<file path="src/rtl/inst_mem_arbiter_if.sv">
// Instruction-memory arbiter bus: fetch port, loader port and single-port memory port.
interface inst_mem_arbiter_if #(
  parameter int unsigned ADDR_W = 10
);
  logic              fetch_req;
  logic [31:0]       fetch_addr;
  logic              fetch_gnt;
  logic              fetch_valid;
  logic [31:0]       fetch_inst;
  logic              fetch_err;

  logic              ld_req;
  logic              ld_we;
  logic [31:0]       ld_addr;
  logic [31:0]       ld_wdata;
  logic              ld_gnt;
  logic              ld_valid;
  logic [31:0]       ld_rdata;
  logic              ld_err;

  logic              mem_en;
  logic              mem_we;
  logic [ADDR_W-1:0] mem_addr;
  logic [31:0]       mem_wdata;
  logic [31:0]       mem_rdata;

  // Arbiter side
  modport slave (
    input  fetch_req, fetch_addr, ld_req, ld_we, ld_addr, ld_wdata, mem_rdata,
    output fetch_gnt, fetch_valid, fetch_inst, fetch_err,
    output ld_gnt, ld_valid, ld_rdata, ld_err,
    output mem_en, mem_we, mem_addr, mem_wdata
  );

  // Requesters and memory side
  modport master (
    output fetch_req, fetch_addr, ld_req, ld_we, ld_addr, ld_wdata, mem_rdata,
    input  fetch_gnt, fetch_valid, fetch_inst, fetch_err,
    input  ld_gnt, ld_valid, ld_rdata, ld_err,
    input  mem_en, mem_we, mem_addr, mem_wdata
  );
endinterface

</file>
<file path="src/rtl/inst_mem_arbiter.sv">
// Fetch/loader arbiter for a single-port synchronous instruction memory, one-cycle response.
// Define ARB_STARVE_GUARD_EN to enable the fetch starvation counter and forced fetch grant.
module inst_mem_arbiter #(
  parameter int unsigned ADDR_W   = 10,
  parameter int unsigned MAX_WAIT = 4
) (
  input  logic                clk,
  input  logic                rst,
  inst_mem_arbiter_if.slave   bus
);

  typedef enum logic [1:0] {
    IDLE   = 2'd0,
    F_RESP = 2'd1,
    L_RESP = 2'd2
  } resp_state_e;

  // Elaboration-time parameter sanity check
  if (ADDR_W < 1 || ADDR_W > 30 || MAX_WAIT > 65535) begin : g_bad_cfg
    $error("inst_mem_arbiter: unsupported ADDR_W/MAX_WAIT");
  end

  resp_state_e       state_q, state_d;
  logic              err_q, err_d;
  logic              wr_q, wr_d;
  logic [31:0]       fetch_inst_q;
  logic [31:0]       ld_rdata_q;
  logic              fetch_legal;
  logic              ld_legal;
  logic              starved;

  function automatic logic addr_legal(input logic [31:0] a);
    return (a[1:0] == 2'b00) && ((a >> (ADDR_W + 2)) == 32'd0);
  endfunction

  assign fetch_legal = addr_legal(bus.fetch_addr);
  assign ld_legal    = addr_legal(bus.ld_addr);

`ifdef ARB_STARVE_GUARD_EN
  localparam int unsigned CNT_W = (MAX_WAIT < 1) ? 1 : $clog2(MAX_WAIT + 1);

  logic [CNT_W-1:0] wait_q;

  assign starved = (wait_q == CNT_W'(MAX_WAIT));

  // Consecutive denied fetch cycles, saturating at MAX_WAIT
  always_ff @(posedge clk) begin
    if (rst) begin
      wait_q <= '0;
    end else if (!bus.fetch_req || bus.fetch_gnt) begin
      wait_q <= '0;
    end else if (!starved) begin
      wait_q <= wait_q + CNT_W'(1);
    end
  end
`else
  assign starved = 1'b0;
`endif

  // Response state, error/write flags and delivered-data hold registers
  always_ff @(posedge clk) begin
    if (rst) begin
      state_q      <= IDLE;
      err_q        <= 1'b0;
      wr_q         <= 1'b0;
      fetch_inst_q <= '0;
      ld_rdata_q   <= '0;
    end else begin
      state_q      <= state_d;
      err_q        <= err_d;
      wr_q         <= wr_d;
      fetch_inst_q <= bus.fetch_inst;
      ld_rdata_q   <= bus.ld_rdata;
    end
  end

  // Grant decision, memory command, next response state and response outputs
  always_comb begin
    bus.fetch_gnt   = 1'b0;
    bus.ld_gnt      = 1'b0;
    bus.mem_en      = 1'b0;
    bus.mem_we      = 1'b0;
    bus.mem_addr    = '0;
    bus.mem_wdata   = '0;
    bus.fetch_valid = 1'b0;
    bus.fetch_err   = 1'b0;
    bus.fetch_inst  = fetch_inst_q;
    bus.ld_valid    = 1'b0;
    bus.ld_err      = 1'b0;
    bus.ld_rdata    = ld_rdata_q;
    state_d         = IDLE;
    err_d           = 1'b0;
    wr_d            = 1'b0;

    if (rst) begin
      bus.fetch_inst = '0;
      bus.ld_rdata   = '0;
    end else begin
      if (bus.fetch_req && (!bus.ld_req || starved)) begin
        bus.fetch_gnt = 1'b1;
        state_d       = F_RESP;
        err_d         = !fetch_legal;
        if (fetch_legal) begin
          bus.mem_en    = 1'b1;
          bus.mem_addr  = bus.fetch_addr[ADDR_W+1:2];
          bus.mem_wdata = bus.ld_wdata;
        end
      end else if (bus.ld_req) begin
        bus.ld_gnt = 1'b1;
        state_d    = L_RESP;
        err_d      = !ld_legal;
        wr_d       = bus.ld_we;
        if (ld_legal) begin
          bus.mem_en    = 1'b1;
          bus.mem_we    = bus.ld_we;
          bus.mem_addr  = bus.ld_addr[ADDR_W+1:2];
          bus.mem_wdata = bus.ld_wdata;
        end
      end

      // A reset cycle suppresses any response that was due
      case (state_q)
        F_RESP: begin
          bus.fetch_valid = 1'b1;
          bus.fetch_err   = err_q;
          bus.fetch_inst  = err_q ? 32'd0 : bus.mem_rdata;
        end
        L_RESP: begin
          bus.ld_valid = 1'b1;
          bus.ld_err   = err_q;
          bus.ld_rdata = (err_q || wr_q) ? 32'd0 : bus.mem_rdata;
        end
        default: ;
      endcase
    end
  end

endmodule

</file>
<file path="src/flat_wrapper.sv">
// flat-port wrapper written by rule: the top's interface ports become plain ports
module inst_mem_arbiter_flat 
#(
  parameter int unsigned ADDR_W   = 10,
  parameter int unsigned MAX_WAIT = 4
)
  (clk, rst, bus_fetch_req, bus_fetch_addr, bus_ld_req, bus_ld_we, bus_ld_addr, bus_ld_wdata, bus_mem_rdata, bus_fetch_gnt, bus_fetch_valid, bus_fetch_inst, bus_fetch_err, bus_ld_gnt, bus_ld_valid, bus_ld_rdata, bus_ld_err, bus_mem_en, bus_mem_we, bus_mem_addr, bus_mem_wdata);
  inst_mem_arbiter_if #(.ADDR_W(ADDR_W)) bus_i ();
  input  logic clk;
  input  logic rst;
  input wire logic [$bits(bus_i.fetch_req)-1:0] bus_fetch_req;
  input wire logic [$bits(bus_i.fetch_addr)-1:0] bus_fetch_addr;
  input wire logic [$bits(bus_i.ld_req)-1:0] bus_ld_req;
  input wire logic [$bits(bus_i.ld_we)-1:0] bus_ld_we;
  input wire logic [$bits(bus_i.ld_addr)-1:0] bus_ld_addr;
  input wire logic [$bits(bus_i.ld_wdata)-1:0] bus_ld_wdata;
  input wire logic [$bits(bus_i.mem_rdata)-1:0] bus_mem_rdata;
  output wire logic [$bits(bus_i.fetch_gnt)-1:0] bus_fetch_gnt;
  output wire logic [$bits(bus_i.fetch_valid)-1:0] bus_fetch_valid;
  output wire logic [$bits(bus_i.fetch_inst)-1:0] bus_fetch_inst;
  output wire logic [$bits(bus_i.fetch_err)-1:0] bus_fetch_err;
  output wire logic [$bits(bus_i.ld_gnt)-1:0] bus_ld_gnt;
  output wire logic [$bits(bus_i.ld_valid)-1:0] bus_ld_valid;
  output wire logic [$bits(bus_i.ld_rdata)-1:0] bus_ld_rdata;
  output wire logic [$bits(bus_i.ld_err)-1:0] bus_ld_err;
  output wire logic [$bits(bus_i.mem_en)-1:0] bus_mem_en;
  output wire logic [$bits(bus_i.mem_we)-1:0] bus_mem_we;
  output wire logic [$bits(bus_i.mem_addr)-1:0] bus_mem_addr;
  output wire logic [$bits(bus_i.mem_wdata)-1:0] bus_mem_wdata;
  assign bus_i.fetch_req = bus_fetch_req;
  assign bus_i.fetch_addr = bus_fetch_addr;
  assign bus_i.ld_req = bus_ld_req;
  assign bus_i.ld_we = bus_ld_we;
  assign bus_i.ld_addr = bus_ld_addr;
  assign bus_i.ld_wdata = bus_ld_wdata;
  assign bus_i.mem_rdata = bus_mem_rdata;
  assign bus_fetch_gnt = bus_i.fetch_gnt;
  assign bus_fetch_valid = bus_i.fetch_valid;
  assign bus_fetch_inst = bus_i.fetch_inst;
  assign bus_fetch_err = bus_i.fetch_err;
  assign bus_ld_gnt = bus_i.ld_gnt;
  assign bus_ld_valid = bus_i.ld_valid;
  assign bus_ld_rdata = bus_i.ld_rdata;
  assign bus_ld_err = bus_i.ld_err;
  assign bus_mem_en = bus_i.mem_en;
  assign bus_mem_we = bus_i.mem_we;
  assign bus_mem_addr = bus_i.mem_addr;
  assign bus_mem_wdata = bus_i.mem_wdata;
  inst_mem_arbiter #(.ADDR_W(ADDR_W), .MAX_WAIT(MAX_WAIT)) u_core (.clk(clk), .rst(rst), .bus(bus_i));
endmodule
</file>
<file path="config.mk">
export PLATFORM = sky130hd
export DESIGN_NAME = inst_mem_arbiter_flat
export DESIGN_NICKNAME = d
export VERILOG_FILES = /design/src/rtl/inst_mem_arbiter_if.sv /design/src/rtl/inst_mem_arbiter.sv /design/src/flat_wrapper.sv
export SDC_FILE = /design/constraint.sdc
export NUM_CORES = 1
export LEC_CHECK = 0
export CAP_MARGIN = 15
export CORE_UTILIZATION = 25
export CTS_CLUSTER_DIAMETER = 150
export DETAILED_ROUTE_END_ITERATION = 7
export GPL_ROUTABILITY_DRIVEN = 0
export PLACE_DENSITY = 0.66
export SLEW_MARGIN = 5
export SYNTH_ARGS = -nofsm -noshare
export SYNTH_HDL_FRONTEND = slang
export SYNTH_SLANG_ARGS = --single-unit
</file>
<file path="constraint.sdc">
create_clock -name clk -period 1.9 [get_ports clk]
set_input_delay 0.38 -clock clk [delete_from_list [all_inputs] [get_ports clk]]
set_output_delay 0.38 -clock clk [all_outputs]
set_load 0.03 [all_outputs]
</file>
==> metrics.cfg, run 1 <==
[global_routing]
grt.overflow.total=0
antenna_found_initial=0
grt_usage_pct=23.3
grt_max_degree=57
first_global_vias=4613
grt_pass1_wl_um=25700

[die]
io_pins=247
die-area_mm2=0.0142
core_mm2=0.0133
die_width_um=119
initial_utilization_pct=25.8
row_count=42
die_height_um=119

[run]
maxCapViolations=0

[worst_setup_path]
critPathTopFamily=buffers and inverters
start_kind=primary input
max_stage_delay_ns=0.26
cp_num_buf_inv=4
critPathSlowestCell=o22ai_4
path_cells=dlygate4sd2_1 > nor2_1 > nand4_2 > o22ai_4 > buf_6 > buf_16 > and2_4 > buf_12
critPathArrivalTime_ns=1.76
cp.required_ns=1.52
worstSetupPathType=in2out
endpoint_kind=output port
path_max_fanout=6

[drt]
wl_per_cell_um=19.0
wl_um=17500
vias=4505
drc=0
dr.pass1.iters=4
drtIter0Drc=181
antenna_left=0
vias_per_cell=4.91

[clock_network]
cts_root_buf=clkbuf_16
cts_num_sinks=68
path_clk_slew_ns=0.05
clock_latency_ns=0.33
cts_made_buffers=9
tritoncts=yes
clock_path_buffers=2
hold_buffers=0
htreeDepth=3

[timing]
rsz0062_at_grt=yes
fmax_mhz=467
holdWs_ns=0.390
hold_violations=0
finalSetupViolCount=108
finClkSkew_ns=0.00598
post-route-min-period_ns=2.14
worst_slew_pin_slew_ns=0.415
fin_ws_ns=-0.242
maxSlewViolCount=0
slew_headroom_pct=72.3
finalCritPeriodShare_pct=113

[synth]
netlist_area_mm2=0.00344
synth-seq-cells=68
synthFlopType=dfxtp_1
yosysSeqAreaShare_pct=39.6
synth_edf_count=0
synthArstFlopShare_pct=0
syn_inst=446
yosysWarnings=0
syn_nets=579
syn_area_per_cell_um2=7.71
netlist-cell-type-count=24

[finish]
multi_input_area_mm2=0.00332
area_growth_pct=151
final_common_cell=nor2_1
fillers=1019
fin_util_pct=64.6
most-common-layout-cells=nor2_1, buf_4, clkdlybuf4s50_1
drive_above_1_share_pct=60.1
fin_nets=871
seqCellArea_mm2=0.00137
diodes=0

[power]
powerDensity_mw_per_mm2=508
p_leak_uw=0.00354
peakVddDrop_v=0.000532

[placement]
dp_hpwl_um=10200
port_buffers=246

[status]
violations=negative setup slack
outcome=finished, violations left

[min_path]
hold_class=in2reg

==> sequential cells by signal (all words and copies together) (netlist names) <==
| name | cells |
|---|---|
| u_core.ld_rdata_q | 32 |
| u_core.fetch_inst_q | 32 |
| u_core.state_q | 2 |
| u_core.err_q | 1 |
| u_core.wr_q | 1 |
==> cell type report <==
class | instances | area share (%)
multi-input cells | 335 | 38.5
clock inverters | 1 | 0.348
clock buffers | 14 | 3.18
repair buffers | 324 | 39.5
well taps | 176 | 2.55
flip-flops and latches | 68 | 15.8
==> path summary, 6_finish.rpt <==
check                                                 startpoint  slack, ns                                 to  depth (start not counted)
worst max-delay path                             bus_ld_addr[17]      -0.24                   bus_mem_wdata[1]                          8
worst max register to register      u_core.state_q[0]$_SDFF_PP0_      -0.05  u_core.fetch_inst_q[5]$_SDFF_PP0_                         14
worst min register to register  u_core.ld_rdata_q[11]$_SDFF_PP0_       0.48   u_core.ld_rdata_q[11]$_SDFF_PP0_                          2
worst min-delay path                                  bus_ld_req       0.39       u_core.state_q[0]$_SDFF_PP0_                          3
==> power by group <==
group / total [uW] / internal [uW] / switching [uW] / leakage, uW
sequential: 1500 / 1470 / 30.8 / 0.000553
clock: 1730 / 1120 / 609 / 0.000149
combinational: 1150 / 589 / 565 / 0.00284
==> tightest hold or removal path, cell delays in order <==
cell	delay (ns)
clkbuf_2	0.14
buf_4	0.12
nor3b_1	0.04
==> layer usage <==
| metal | wire length, um | share of wire [%] | track usage, % |
|---|---|---|---|
| met3 | 933 | 5.3 | 5.46 |
| met5 | 0 | 0 | 0 |
| met1 | 7510 | 43 | 29.1 |
| met2 | 8730 | 50 | 39.6 |
| met4 | 288 | 1.6 | 6.65 |
==> synthesized netlist by cell type, types with 2 or more instances <==
library cell / number / area share (%)
o21ai_0: 2 / 0.29
nor2_1: 135 / 15
nor4_2: 5 / 1.8
nor4_1: 5 / 0.91
and2_1: 34 / 6.2
buf_2: 6 / 0.87
nor4b_1: 32 / 8.2
buf_1: 9 / 0.98
nand3_1: 2 / 0.29
clkbuf_1: 24 / 2.6
nor3b_1: 33 / 7.2
buf_6: 4 / 1.3
nand2_1: 3 / 0.33
a22o_1: 10 / 2.5
nand2b_1: 3 / 0.55
dfxtp_1: 68 / 40
a21oi_1: 64 / 9.3
==> metrics by stage <==
step	std cells	total power (uW)	cell area (um^2)	setup WS, ns	TNS [ns]
after global routing	918	4530	8630	-0.316	-26.34
after CTS	902	4270	8120	-0.289	-18.30
after global placement	851	2290	6170	-0.566	-23.57
after detailed placement	851	2290	6170	-0.598	-24.85
final	918	4380	8630	-0.242	-18.23
after floorplan	446	1840	3550	-0.135	-3.77
==> cell families after synthesis <==
| group | Yosys count | synth area share, % |
|---|---|---|
| compound gates | 77 | 12.7 |
| flops | 68 | 39.6 |
| buf+inv | 43 | 5.79 |
| simple gates | 258 | 41.9 |
==> timing repair <==
item / 4_1_cts / 5_1_grt
gates cloned: 11 / 3
hold endpoints to repair: 0 / 0
setup buffers: 26 / 16
setup endpoints to repair: 108 / 112
pin swaps: 42 / 50
gates resized for setup: 396 / 89
Note: power is estimated with default switching activity, not from simulation.
==> run 2, diff against run 1 <==
--- a/config.mk
+++ b/config.mk
@@ -5,7 +5,7 @@
 export SDC_FILE = /design/constraint.sdc
 export NUM_CORES = 1
 export LEC_CHECK = 0
-export CAP_MARGIN = 15
+export CAP_MARGIN = 20
 export CORE_UTILIZATION = 25
 export CTS_CLUSTER_DIAMETER = 150
 export DETAILED_ROUTE_END_ITERATION = 7
==> results of run 2 <==
No change in the layout: final DEF, timing and power equal those of run 1.
